<file path="src/rtl/spi_master_multi_if.sv">
// Control-side bus of spi_master_multi: frame request, configuration and readback.
// The master modport belongs to the requester and the slave modport to the SPI engine.
interface spi_master_multi_if #(
  parameter int ADDR_W = 8,
  parameter int DATA_W = 8,
  parameter int NUM_SS = 4,
  parameter int DIV_W  = 10
);
  localparam int SEL_W = $clog2(NUM_SS);

  logic [DIV_W-1:0]  freq;
  logic              cpol;
  logic              cpha;
  logic [SEL_W-1:0]  ss_sel;
  logic              start_wr;
  logic              start_re;
  logic [ADDR_W-1:0] addr;
  logic [DATA_W-1:0] wdata;
  logic [DATA_W-1:0] rdata;
  logic              busy;
  logic              done;

  modport master (
    output freq, cpol, cpha, ss_sel, start_wr, start_re, addr, wdata,
    input  rdata, busy, done
  );

  modport slave (
    input  freq, cpol, cpha, ss_sel, start_wr, start_re, addr, wdata,
    output rdata, busy, done
  );
endinterface

</file>
<file path="src/rtl/spi_master_multi.sv">
// Parametrised SPI master: one frame = {ID byte, addr, data}, MSB first, all four modes.
// Optional macro SPI_MASTER_LOOPBACK_EN adds a loopback input that samples the block's own mosi.
module spi_master_multi #(
  parameter int         ADDR_W    = 8,
  parameter int         DATA_W    = 8,
  parameter int         NUM_SS    = 4,
  parameter int         DIV_W     = 10,
  parameter logic [7:0] SLAVE_IDW = 8'hFF,
  parameter logic [7:0] SLAVE_IDR = 8'h00
) (
  input  logic              clock,
  input  logic              n_reset,
  spi_master_multi_if.slave bus,
  input  logic              miso,
`ifdef SPI_MASTER_LOOPBACK_EN
  input  logic              loopback,
`endif
  output logic              sclk,
  output logic              mosi,
  output logic [NUM_SS-1:0] ss
);
  localparam int SEL_W = $clog2(NUM_SS);
  localparam int F     = 8 + ADDR_W + DATA_W;
  localparam int E_W   = $clog2(2 * F + 1);
  localparam logic [E_W-1:0] LAST_EDGE = E_W'(2 * F);

  typedef enum logic [1:0] {IDLE, SETUP, SHIFT, HOLD} state_t;

  state_t            state_q, state_d;
  logic [DIV_W-1:0]  cnt_q, cnt_d;
  logic [DIV_W-1:0]  freq_q, freq_d;
  logic [E_W-1:0]    edge_q, edge_d;
  logic              cpha_q, cpha_d;
  logic              sclk_q, sclk_d;
  logic [F-1:0]      sr_q, sr_d;
  logic [DATA_W-1:0] rdata_q, rdata_d;
  logic [NUM_SS-1:0] ss_q, ss_d;
  logic              done_q, done_d;
  logic [2:0]        wr_pipe_q, re_pipe_q;

  logic              wr_rise, re_rise;
  logic [E_W-1:0]    edge_k;
  logic              sample_bit;
  logic [DATA_W:0]   rdata_sh;
  logic [NUM_SS-1:0] sel_mask;

  // Stage 0 synchronises the request; stages 1 and 2 form the rising-edge detect.
  assign wr_rise = wr_pipe_q[1] & ~wr_pipe_q[2];
  assign re_rise = re_pipe_q[1] & ~re_pipe_q[2];

  // An out-of-range ss_sel matches no line, so the frame runs with nothing selected.
  for (genvar gi = 0; gi < NUM_SS; gi++) begin : g_sel
    assign sel_mask[gi] = (bus.ss_sel != SEL_W'(gi));
  end

  assign mosi = (state_q != IDLE) && sr_q[F-1];

`ifdef SPI_MASTER_LOOPBACK_EN
  assign sample_bit = loopback ? mosi : miso;
`else
  assign sample_bit = miso;
`endif

  always_comb begin
    state_d  = state_q;
    cnt_d    = cnt_q;
    freq_d   = freq_q;
    edge_d   = edge_q;
    cpha_d   = cpha_q;
    sclk_d   = sclk_q;
    sr_d     = sr_q;
    rdata_d  = rdata_q;
    ss_d     = ss_q;
    done_d   = done_q;
    edge_k   = edge_q + 1'b1;
    rdata_sh = {rdata_q, sample_bit};

    unique case (state_q)
      IDLE: begin
        if (wr_rise || re_rise) begin
          state_d = SETUP;
          cnt_d   = bus.freq;
          freq_d  = bus.freq;
          cpha_d  = bus.cpha;
          sclk_d  = bus.cpol;
          edge_d  = '0;
          done_d  = 1'b0;
          rdata_d = '0;
          ss_d    = sel_mask;
          if (!wr_rise) sr_d = {SLAVE_IDR, bus.addr, {DATA_W{1'b0}}};
          else          sr_d = {SLAVE_IDW, bus.addr, bus.wdata};
        end
      end
      SETUP, SHIFT: begin
        if (cnt_q == '0) begin
          // The SETUP timeout coincides with sclk edge 1; odd edge numbers are leading edges.
          cnt_d   = freq_q;
          edge_d  = edge_k;
          sclk_d  = ~sclk_q;
          state_d = (edge_k == LAST_EDGE) ? HOLD : SHIFT;
          if (edge_k[0] != cpha_q) rdata_d = rdata_sh[DATA_W-1:0];
          if (!cpha_q && !edge_k[0] && edge_k != LAST_EDGE) sr_d = sr_q << 1;
          if (cpha_q && edge_k[0] && edge_k != E_W'(1)) sr_d = sr_q << 1;
        end else begin
          cnt_d = cnt_q - 1'b1;
        end
      end
      HOLD: begin
        if (cnt_q == '0) begin
          state_d = IDLE;
          ss_d    = '1;
          done_d  = 1'b1;
        end else begin
          cnt_d = cnt_q - 1'b1;
        end
      end
      default: state_d = IDLE;
    endcase
  end

  always_ff @(posedge clock or negedge n_reset) begin
    if (!n_reset) begin
      state_q   <= IDLE;
      cnt_q     <= '0;
      freq_q    <= '0;
      edge_q    <= '0;
      cpha_q    <= 1'b0;
      sclk_q    <= 1'b0;
      sr_q      <= '0;
      rdata_q   <= '0;
      ss_q      <= '1;
      done_q    <= 1'b0;
      wr_pipe_q <= '0;
      re_pipe_q <= '0;
    end else begin
      state_q   <= state_d;
      cnt_q     <= cnt_d;
      freq_q    <= freq_d;
      edge_q    <= edge_d;
      cpha_q    <= cpha_d;
      sclk_q    <= sclk_d;
      sr_q      <= sr_d;
      rdata_q   <= rdata_d;
      ss_q      <= ss_d;
      done_q    <= done_d;
      wr_pipe_q <= {wr_pipe_q[1:0], bus.start_wr};
      re_pipe_q <= {re_pipe_q[1:0], bus.start_re};
    end
  end

  assign sclk      = sclk_q;
  assign ss        = ss_q;
  assign bus.rdata = rdata_q;
  assign bus.busy  = (state_q != IDLE);
  assign bus.done  = done_q;
endmodule

</file>
<file path="src/flat_wrapper.sv">
// flat-port wrapper written by rule: the top's interface ports become plain ports
module spi_master_multi_flat 
#(
  parameter int         ADDR_W    = 8,
  parameter int         DATA_W    = 8,
  parameter int         NUM_SS    = 4,
  parameter int         DIV_W     = 10,
  parameter logic [7:0] SLAVE_IDW = 8'hFF,
  parameter logic [7:0] SLAVE_IDR = 8'h00
)
  (clock, n_reset, miso, sclk, mosi, ss, bus_freq, bus_cpol, bus_cpha, bus_ss_sel, bus_start_wr, bus_start_re, bus_addr, bus_wdata, bus_rdata, bus_busy, bus_done);
  spi_master_multi_if #(.ADDR_W(ADDR_W), .DATA_W(DATA_W), .NUM_SS(NUM_SS), .DIV_W(DIV_W)) bus_i ();
  input  logic clock;
  input  logic n_reset;
  input  logic miso;
  output logic sclk;
  output logic mosi;
  output logic [NUM_SS-1:0] ss;
  input wire logic [$bits(bus_i.freq)-1:0] bus_freq;
  input wire logic [$bits(bus_i.cpol)-1:0] bus_cpol;
  input wire logic [$bits(bus_i.cpha)-1:0] bus_cpha;
  input wire logic [$bits(bus_i.ss_sel)-1:0] bus_ss_sel;
  input wire logic [$bits(bus_i.start_wr)-1:0] bus_start_wr;
  input wire logic [$bits(bus_i.start_re)-1:0] bus_start_re;
  input wire logic [$bits(bus_i.addr)-1:0] bus_addr;
  input wire logic [$bits(bus_i.wdata)-1:0] bus_wdata;
  output wire logic [$bits(bus_i.rdata)-1:0] bus_rdata;
  output wire logic [$bits(bus_i.busy)-1:0] bus_busy;
  output wire logic [$bits(bus_i.done)-1:0] bus_done;
  assign bus_i.freq = bus_freq;
  assign bus_i.cpol = bus_cpol;
  assign bus_i.cpha = bus_cpha;
  assign bus_i.ss_sel = bus_ss_sel;
  assign bus_i.start_wr = bus_start_wr;
  assign bus_i.start_re = bus_start_re;
  assign bus_i.addr = bus_addr;
  assign bus_i.wdata = bus_wdata;
  assign bus_rdata = bus_i.rdata;
  assign bus_busy = bus_i.busy;
  assign bus_done = bus_i.done;
  spi_master_multi #(.ADDR_W(ADDR_W), .DATA_W(DATA_W), .NUM_SS(NUM_SS), .DIV_W(DIV_W), .SLAVE_IDW(SLAVE_IDW), .SLAVE_IDR(SLAVE_IDR)) u_core (.clock(clock), .n_reset(n_reset), .bus(bus_i), .miso(miso), .sclk(sclk), .mosi(mosi), .ss(ss));
endmodule
</file>
<file path="config.mk">
export PLATFORM = sky130hd
export DESIGN_NAME = spi_master_multi_flat
export DESIGN_NICKNAME = d
export VERILOG_FILES = /design/src/rtl/spi_master_multi_if.sv /design/src/rtl/spi_master_multi.sv /design/src/flat_wrapper.sv
export SDC_FILE = /design/constraint.sdc
export NUM_CORES = 1
export LEC_CHECK = 0
export ABC_AREA = 1
export CORE_MARGIN = 1
export CORE_UTILIZATION = 50
export DETAILED_ROUTE_END_ITERATION = 10
export PLACE_DENSITY_LB_ADDON = 0.12
export SYNTH_ARGS = -nofsm -noshare
export SYNTH_HDL_FRONTEND = slang
export SYNTH_SLANG_ARGS = --single-unit
</file>
<file path="constraint.sdc">
create_clock -name clock -period 2.05 [get_ports clock]
set_input_delay 0.41 -clock clock [delete_from_list [all_inputs] [get_ports clock]]
set_output_delay 0.41 -clock clock [all_outputs]
set_load 0.005 [all_outputs]
</file>
# After elaboration in Yosys (flattened, before gate mapping)
# Cells that the tools add are included.
# Widths: inputs -> output; s select.
word_totals:
  register_bits: 73
  elab_cells: 88
  in_bits: 35
classes:
  eq_ne: 16
  add_sub_neg: 2
  n_reduce_logical: 22
  bitwise_logic: 5
  muxes: 31
op_table:
  columns: ["operator", "n"]
  rows:
  - ["$mux 24", 5]
  - ["$pmux 24 s2", 1]
  - ["$mux 10", 3]
  - ["$pmux 10 s3", 1]
  - ["$mux 8", 3]
  - ["$pmux 8 s2", 1]
  - ["$mux 6", 2]
  - ["$pmux 6 s2", 1]
  - ["$logic_not 10->1", 1]
  - ["$ne 2x1->1 const B", 5]
  - ["$sub 10x1->10 const B", 1]
  - ["$reduce_and 3->1", 3]
  - ["$mux 4", 2]
  - ["$pmux 4 s2", 1]
  - ["$reduce_and 4->1", 2]
  - ["$reduce_bool 2->1", 4]
  - ["$add 6x1->6 const B", 1]
  - ["$eq 6x6->1 const B", 1]
  - ["$mux 2", 3]
  - ["$ne 2x2->1 const B", 3]
  - ["$ne 6x1->1 const B", 1]
  - ["$ne 6x6->1 const B", 1]
  - ["$pmux 2 s3", 1]
  - ["$logic_and 1x1->1", 5]
  - ["13 further kinds", 24]

# Longest topological paths before layout
# Gate-level depths: netlist of run 1.
depth:
  depth_word: 8
  depth_mapped: 13
  depth_no_buf: 12

# Worst setup path before layout of run 1
# Ideal clock, no wire load.
synth_path:
  kind: "reg-to-reg"
  from: "register u_core.state_q[1]"
  to: "register u_core.rdata_q[0], in the netlist u_core.bus.rdata[0]"
  path_stages_with_launch: 12
  setup_ns: 0.120
  path_slack_ns: 0.287
  arrival_time_ns: 1.642
  required_ns: 1.930
  cell_sequence: "dfrtp_1 -> inv_1 -> ha_1 -> buf_2 -> inv_1 -> nor2_2 -> inv_1 -> nand2_1 -> nand2_2 -> clkbuf_1 -> o21ai_0 -> nand2_1"
synth_via:
  elab_chain_len: 4
synth_lines:
  columns: ["element", "line_no", "source"]
  rows:
  - ["from (decl)", "spi_master_multi.sv:29", "state_t state_q, state_d;"]
  - ["from (signal assigned)", "spi_master_multi.sv:136", "state_q <= state_d;"]
  - ["$eq 2x1->1 / $eq 2x2->1 (equally long branches)", "spi_master_multi.sv:78", "unique case (state_q)"]
  - ["$reduce_or 2->1", "spi_master_multi.sv:78", null]
  - ["$ne 2x1->1 (no source line) / $reduce_bool 2->1 (equally long branches)", null, null]
  - ["$reduce_and 4->1 (no source line)", null, null]
  - ["to (signal assigned)", "spi_master_multi.sv:143", "rdata_q <= rdata_d;"]
  - ["to (decl)", "spi_master_multi.sv:36", "logic [DATA_W-1:0] rdata_q, rdata_d;"]
# Parallel ways exist; a longest one is shown, timed or not.
# A chain may end at the register's enable or synchronous reset.

# Final worst setup path of run 1
layout_path:
  from: "register u_core.state_q[1]"
  to: "output port bus_busy"
layout_via:
  elab_chain_len: 1
layout_lines:
  columns: ["element", "line_no", "source"]
  rows:
  - ["$reduce_bool 2->1", "spi_master_multi.sv:154", "assign bus.busy = (state_q != IDLE);"]
  - ["to (decl)", "flat_wrapper.sv:28", "output wire logic [$bits(bus_i.busy)-1:0] bus_busy;"]
# Every way passes these cells.

==> reports/qor.csv, run 1 <==
stage;metric;value;unit
run_status;run status;completed;
logic_synthesis;Yosys warning total;0;
setup_path;Critical Path RT;1.64;ns
floorplan;Die Height;88.9;um
setup_path;Worst path depth;4;
clock_tree;H-tree Lvls;3;
timing;fin crit share;0.955;
global_routing;met1 GRT Util;0.282;
timing;Final setup violation count;0;
timing;Max Clock Freq;511;MHz
power_and_ir_drop;Pleak;2.35;nW
route;Routed WL per cell;12.7;um
global_routing;all-layer global routing usage;0.223;
power_and_ir_drop;Gate power share;0.453;
setup_path;Worst EP arrival;1.55;ns
timing;Clock Skew;0.0116;ns
logic_synthesis;combinational family with the most area after synthesis;simple AND/OR/NAND/NOR gates;
flow_run;max-cap violations;0;
timing;final hold viol count;0;
route;vias per cell;5.12;
timing;Final min period;1.96;ns
power_and_ir_drop;clock network fraction of total power;0.162;
clock_tree;clock tree buffer depth;2;
logic_synthesis;number of synthesized flops with an enable pin;0;
setup_path;crit start category;flip-flop;
setup_path;WP buf/inv;3;
logic_synthesis;syn_area_per_cell;7.91;sq um
setup_path;maximum fanout along the worst path;4;
logic_synthesis;Main synth FF type;dfrtp_1;
floorplan;Die Area;0.00791;sq mm
route;DRC viols;0;
logic_synthesis;Net Count, Synth;521;
global_routing;total gr overflow;0;
power_and_ir_drop;Flop pwr share;0.385;
logic_synthesis;post-synth top area share;0.457;
placement;Final GP Congestion;0.863;
logic_synthesis;mux cell area share after synthesis;0.0179;
placement;DP Wirelength;5510;um
setup_path;Worst path max stage delay;0.44;ns
logic_synthesis;Async SR Flop Fraction;1.00;
logic_synthesis;Post-Synth XOR/XNOR Area;0.0185;
floorplan;number of top-level pins;51;
logic_synthesis;leading area contributor after synthesis;dfrtp_1;
logic_synthesis;Synth Instances;478;
floorplan;die width;88.9;um
logic_synthesis;simple-gate share of the synthesized area;0.295;
logic_synthesis;adder-cell share of the synthesized area;0.0265;
route;post-route antenna net violation count;0;
power_and_ir_drop;switching part of the total;0.407;
clock_tree;CTS tree;built;
power_and_ir_drop;P_sw;0.00240;W
timing;Slew Viols, Final;0;
layout;proportion of layout cells with a drive suffix above 1;0.123;
global_routing;vias in the first global route;3055;
setup_path;CP max stage cell;clkdlybuf4s50_1;
layout;Area Growth Syn to Fin;23.2;%
setup_path;crit-path cells;inv_1 -> ha_4 -> clkinv_2 -> clkdlybuf4s50_1;
setup_path;R2R Setup Slk;0.19;ns
floorplan;Initial Util;0.518;
layout;Post-Route Utilization;0.639;
power_and_ir_drop;P_int;0.00350;W
logic_synthesis;post-synthesis compound-gate area fraction;0.0844;
floorplan;Core Rows;31;
logic_synthesis;post-synthesis sequential area ratio;0.485;
layout;nets@finish;581;
setup_path;Crit. End Element;output pin;
min_path;hold crit path type;in -> async;
global_routing;M3 GR Usage;0.0369;
floorplan;CORE AREA;0.00729;sq mm
setup_path;worst r2r src;u_core.cnt_q[0]$_DFFE_PN0P_;
layout;final cell count without fillers;642;
global_routing;met2 Usage GRT;0.377;
timing;Max-Slew Margin vs Limit;0.666;
power_and_ir_drop;peak supply drop;0.551;mV
global_routing;global route hottest layer;met2;
route;DR iter-0 viols;183;
setup_path;Worst path top cell family by delay;buffers and inverters;
global_routing;largest net degree at the start of global routing;74;
clock_tree;clk sinks;73;
logic_synthesis;Yosys cell types;34;
logic_synthesis;synthesized area;0.00378;sq mm
setup_path;critical path type;reg -> out;
route;via count;3286;
global_routing;number of antenna violations at the first check in global routing;0;
setup_path;Reg2Reg Depth;11;
logic_synthesis;synthesized flop and latch total;73;
setup_path;r2r endpoint;u_core.sr_q[6]$_DFFE_PN0P_;
route;drt pass-1 iters;4;
timing;worst slew pin tran;0.499;ns
layout;ant diodes;0;
logic_synthesis;top post-synthesis cells by area;dfrtp_1 (46%), nand2_1 (16%), nand3_1 (7.3%);
route;drt total wl;8160;um
clock_tree;Clock transition at path regs;0.08;ns
timing;Setup Total Neg Slack;0;ns
global_routing;global-route wire length before repair;13500;um
placement;PortBufs;50;
clock_tree;total CTS buffers;9;
clock_tree;cts hold-fix bufs;0;
clock_tree;clock latency at the later pin of the worst-skew pair;0.35;ns
placement;placed cell count;625;
clock_tree;CTS Root Cell;clkbuf_8;
power_and_ir_drop;PD cells;1270;mW/mm^2
per-stage QoR:
| stage | hold slack [ns] | setup slack (ns) | total power, W | instance area, sq um |
|---|---|---|---|---|
| after global routing | 0.0994 | -0.00000977 | 0.00640 | 4660 |
| after detailed placement | 0.341 | 0.115 | 0.00488 | 4440 |
| after global placement | 0.335 | 0.206 | 0.00482 | 4440 |
| final | 0.0695 | 0.0917 | 0.00590 | 4660 |
| after floorplan | 0.114 | 0.287 | 0.00402 | 3780 |
| after CTS | 0.0990 | 0.00778 | 0.00588 | 4620 |
power groups by stage:
stage	Sequential [W]	Clock (W)	Combinational, W
finish	0.00227	0.000957	0.00267
floorplan	0.00223	0	0.00179
detailed placement	0.00229	0	0.00260
global placement	0.00228	0	0.00254
CTS	0.00227	0.000977	0.00264
global route	0.00233	0.00105	0.00302
cell type report:
class	instances	area, sq um
multi-input cells	341	1710
flip-flops and latches	73	1830
clock inverters	6	35.0
repair buffers	70	668
clock buffers	10	128
fillers	692	2640
well taps	99	124
inverters	43	163
routing by layer:
metal / part of all wire / up-vias
li1: - / 1660
met1: 0.46 / 1538
met2: 0.48 / 73
met3: 0.039 / 15
met4: 0.016 / 0
met5: 0 / -
worst reg2reg max path: cells and delay by family, from the launching register on:
kind / cells / cell delay, ns
AND/OR/NAND/NOR: 7 / 0.78
buffers and inverters: 3 / 0.44
flip-flops: 1 / 0.38
adder cells (fa/ha/maj): 1 / 0.21
cell families (layout without fill, tap and decap cells):
kind of cell	after synthesis	in the layout
xor+xnor	8	8
simple gates	259	259
compound gates	60	60
fa+ha+maj	8	8
buf+inv	64	129
mux	6	6
flops	73	73
registers in the layout, summed over array words and instances, names as in the netlist:
signal            count
u_core.bus.done       1
u_core.state_q        2
u_core.re_pipe_q      3
u_core.sclk           1
u_core.wr_pipe_q      3
u_core.bus.rdata      8
u_core.edge_q         6
u_core.sr_q          24
u_core.freq_q        10
u_core.cpha_q         1
u_core.cnt_q         10
u_core.ss             4
synth_stat cells, types with 2 or more instances:
cell,number
ha_1,8
nand2_1,159
inv_2,2
nand2_4,2
nand3_1,55
nand3b_1,2
xor2_1,6
clkbuf_1,9
buf_6,3
a31oi_1,3
nand4_1,2
a21oi_1,10
xnor2_1,2
mux2_2,6
o22ai_1,4
nor2_1,24
dfstp_2,4
o21ai_0,39
a22oi_1,2
dfrtp_1,69
nor3_1,5
inv_1,40
nand2_2,4
buf_2,7
nor2_2,2
placed cells by master (no fill, tap or decap), types with 5 or more instances in the layout:
cell | synthesis | routed
a21oi_1 | 10 | 10
buf_4 | 1 | 18
clkbuf_8 | 0 | 9
clkdlybuf4s50_1 | 0 | 48
clkinv_2 | 0 | 5
dfrtp_1 | 69 | 68
ha_1 | 8 | 5
inv_1 | 40 | 39
mux2_2 | 6 | 6
nand2_1 | 159 | 159
nand3_1 | 55 | 54
nor2_1 | 24 | 23
nor3_1 | 5 | 5
o21ai_0 | 39 | 39
xor2_1 | 6 | 6
what timing repair did:
action,CTS,global route
resized for setup,4,9
setup endpoints to repair,2,39
buffers inserted,0,1
pin swaps,0,1
how the worst max path moves through the flow:
stage / to / start
after floorplan: u_core.bus.rdata[0]$_DFFE_PN0P_ / u_core.state_q[1]$_DFFE_PN0P_
after detailed placement: u_core.sr_q[6]$_DFFE_PN0P_ / u_core.cnt_q[0]$_DFFE_PN0P_
after global placement: u_core.sr_q[6]$_DFFE_PN0P_ / u_core.cnt_q[0]$_DFFE_PN0P_
after CTS: mosi / u_core.state_q[1]$_DFFE_PN0P_
final: bus_busy / u_core.state_q[1]$_DFFE_PN0P_
after global routing: bus_busy / u_core.state_q[1]$_DFFE_PN0P_
(Power assumes the default switching activity.)
==> inputs of run 2 (changes only) <==
--- a/config.mk
+++ b/config.mk
@@ -6,10 +6,13 @@
 export NUM_CORES = 1
 export LEC_CHECK = 0
 export ABC_AREA = 1
+export CELL_PAD_IN_SITES_DETAIL_PLACEMENT = 0
+export CELL_PAD_IN_SITES_GLOBAL_PLACEMENT = 1
 export CORE_MARGIN = 1
-export CORE_UTILIZATION = 50
+export CORE_UTILIZATION = 41
+export CTS_BUF_LIST = sky130_fd_sc_hd__clkbuf_8 sky130_fd_sc_hd__clkbuf_16
 export DETAILED_ROUTE_END_ITERATION = 10
-export PLACE_DENSITY_LB_ADDON = 0.12
+export PLACE_DENSITY_LB_ADDON = 0.1
 export SYNTH_ARGS = -nofsm -noshare
 export SYNTH_HDL_FRONTEND = slang
 export SYNTH_SLANG_ARGS = --single-unit
==> run 2 against run 1 <==
  * The flow now finishes with violations (design-rule violations)
  * Clock skew fell by 0.0033 ns
  * Clock power grew 9.7%
  * Core utilization fell by 11 points
  * Count of clock-buffer cells in the layout grew 1
  * Power grew 1.6%
  * Wire length increased by 6.3%
  * Worst hold slack got worse by 0.014 ns
==> reports/qor.csv, run 2 (same netlist as run 1, synthesis figures left out) <==
stage;metric;value;unit
floorplan;Die Height;98.0;um
floorplan;Initial Util;0.429;
setup_path;crit start category;flip-flop;
placement;PortBufs;50;
clock_tree;CTS tree;built;
route;vias per cell;5.00;
setup_path;maximum fanout along the worst path;5;
flow_run;max-cap violations;0;
layout;nets@finish;584;
route;DRC viols;5;
clock_tree;clock latency at the later pin of the worst-skew pair;0.34;ns
layout;leading cell types in the layout, fill and taps excluded;nand2_1 (159), dfrtp_1 (69), nand3_1 (55);
route;Routed WL per cell;13.3;um
global_routing;largest net degree at the start of global routing;74;
floorplan;CORE AREA;0.00881;sq mm
global_routing;global-route wire length before repair;14600;um
global_routing;vias in the first global route;3086;
layout;Area Growth Syn to Fin;24.2;%
setup_path;Worst EP arrival;1.56;ns
setup_path;critical path type;reg -> out;
run_status;run status;complete, but fails checks;
setup_path;crit-path cells;inv_1 -> ha_4 -> clkinv_2 -> clkdlybuf4s50_1;
clock_tree;cts hold-fix bufs;0;
clock_tree;total CTS buffers;9;
timing;Final min period;1.97;ns
layout;ant diodes;0;
setup_path;CP max stage cell;clkdlybuf4s50_1;
power_and_ir_drop;PD cells;1280;mW/mm^2
layout;area of the multi-input gates;0.00169;sq mm
global_routing;all-layer global routing usage;0.193;
timing;Slew Viols, Final;0;
floorplan;number of top-level pins;51;
layout;Top Registers;u_core.sr_q (24), u_core.cnt_q (10), u_core.freq_q (10);
clock_tree;Clock transition at path regs;0.08;ns
layout;register area;0.00183;sq mm
clock_tree;H-tree Lvls;3;
global_routing;total gr overflow;0;
timing;Setup Total Neg Slack;0;ns
setup_path;Crit. End Element;output pin;
timing;worst slew pin tran;0.488;ns
timing;fin crit share;0.960;
setup_path;Worst path max stage delay;0.46;ns
timing;Final setup violation count;0;
layout;fillcell total;841;
route;post-route antenna net violation count;0;
placement;placed cell count;637;
timing;RSZ-0062 raised after global routing;no;
clock_tree;clk sinks;73;
layout;most flop-heavy register;u_core.sr_q;
setup_path;WP buf/inv;3;
placement;Final GP Congestion;0.795;
clock_tree;clock tree buffer depth;2;
layout;leading cell type in the layout, fill and taps excluded;nand2_1;
layout;final cell count without fillers;654;
global_routing;number of antenna violations at the first check in global routing;0;
placement;DP Wirelength;5900;um
power_and_ir_drop;Pleak;2.38;nW
timing;Max Clock Freq;508;MHz
power_and_ir_drop;peak supply drop;0.461;mV
setup_path;Worst path top cell family by delay;buffers and inverters;
route;DR iter-0 viols;83;
run_status;failing checks;design-rule violations;
setup_path;Critical Path RT;1.64;ns
min_path;hold crit path type;in -> async;
timing;Clock Skew;0.00832;ns
floorplan;die width;98.0;um
floorplan;Die Area;0.00961;sq mm
timing;final hold viol count;0;
floorplan;Core Rows;34;
route;drt pass-1 iters;7;
layout;max reg flops;24;
clock_tree;CTS Root Cell;clkbuf_8;
layout;proportion of layout cells with a drive suffix above 1;0.123;
route;via count;3268;
timing;Max-Slew Margin vs Limit;0.673;
route;drt total wl;8680;um
-- run 2: worst reg2reg max path: cells and delay by family, from the launching register on --
kind	cells	cell delay, ns
adder cells (fa/ha/maj)	1	0.25
buffers and inverters	3	0.35
flip-flops	1	0.40
AND/OR/NAND/NOR	8	0.73
-- run 2: stage by stage --
stage	area [sq um]	setup WS (ns)	power (W)	util	hold slack (ns)
floorplan	3780	0.287	0.00402	-	0.114
global placement	4490	0.248	0.00493	0.510	0.343
detailed placement	4490	0.223	0.00496	0.510	0.356
CTS	4670	0.00153	0.00604	0.531	0.0936
global route	4690	0.00134	0.00652	0.533	0.114
finish	4690	0.0816	0.00600	0.533	0.0551
-- run 2: power by group --
group	leakage (nW)	switching, W	total (W)	internal [W]
combinational	1.37	0.00157	0.00269	0.00112
clock	0.0911	0.000551	0.00105	0.000499
sequential	0.923	0.000297	0.00226	0.00197
total	2.38	0.00242	0.00600	0.00358
-- run 2: area by class of cell --
class / instances / area share
clock inverters: 5 / 0.00640
multi-input cells: 341 / 0.360
inverters: 43 / 0.0346
well taps: 108 / 0.0288
clock buffers: 11 / 0.0322
flip-flops and latches: 73 / 0.390
repair buffers: 73 / 0.148
-- run 2: what timing repair did --
| action | in CTS | in global routing |
|---|---|---|
| setup endpoints to repair | 2 | 2 |
| setup buffers | 0 | 1 |
| resized for setup | 3 | 3 |
-- run 2: path summary, 6_finish.rpt --
kind / from / end / slack [ns] / cells after the start
max reg2reg: u_core.edge_q[0]$_DFFE_PN0P_ / u_core.sr_q[8]$_DFFE_PN0P_ / 0.21 / 12
min in group clock: u_core.re_pipe_q[0]$_DFF_PN0_ / u_core.re_pipe_q[1]$_DFF_PN0_ / 0.37 / 0
max: u_core.state_q[1]$_DFFE_PN0P_ / bus_busy / 0.08 / 4
min reg2reg: u_core.re_pipe_q[0]$_DFF_PN0_ / u_core.re_pipe_q[1]$_DFF_PN0_ / 0.37 / 0
max in group asynchronous: n_reset / u_core.freq_q[1]$_DFFE_PN0P_ / 1.63 / 2
min: n_reset / u_core.bus.rdata[6]$_DFFE_PN0P_ / 0.06 / 2
-- run 2: layer usage --
layer | vias up | share of wire | global-route usage
li1 | 1655 | - | -
met1 | 1560 | 0.47 | 0.249
met2 | 45 | 0.49 | 0.329
met3 | 8 | 0.030 | 0.0365
met4 | 0 | 0.0097 | 0.0559
met5 | - | 0 | 0
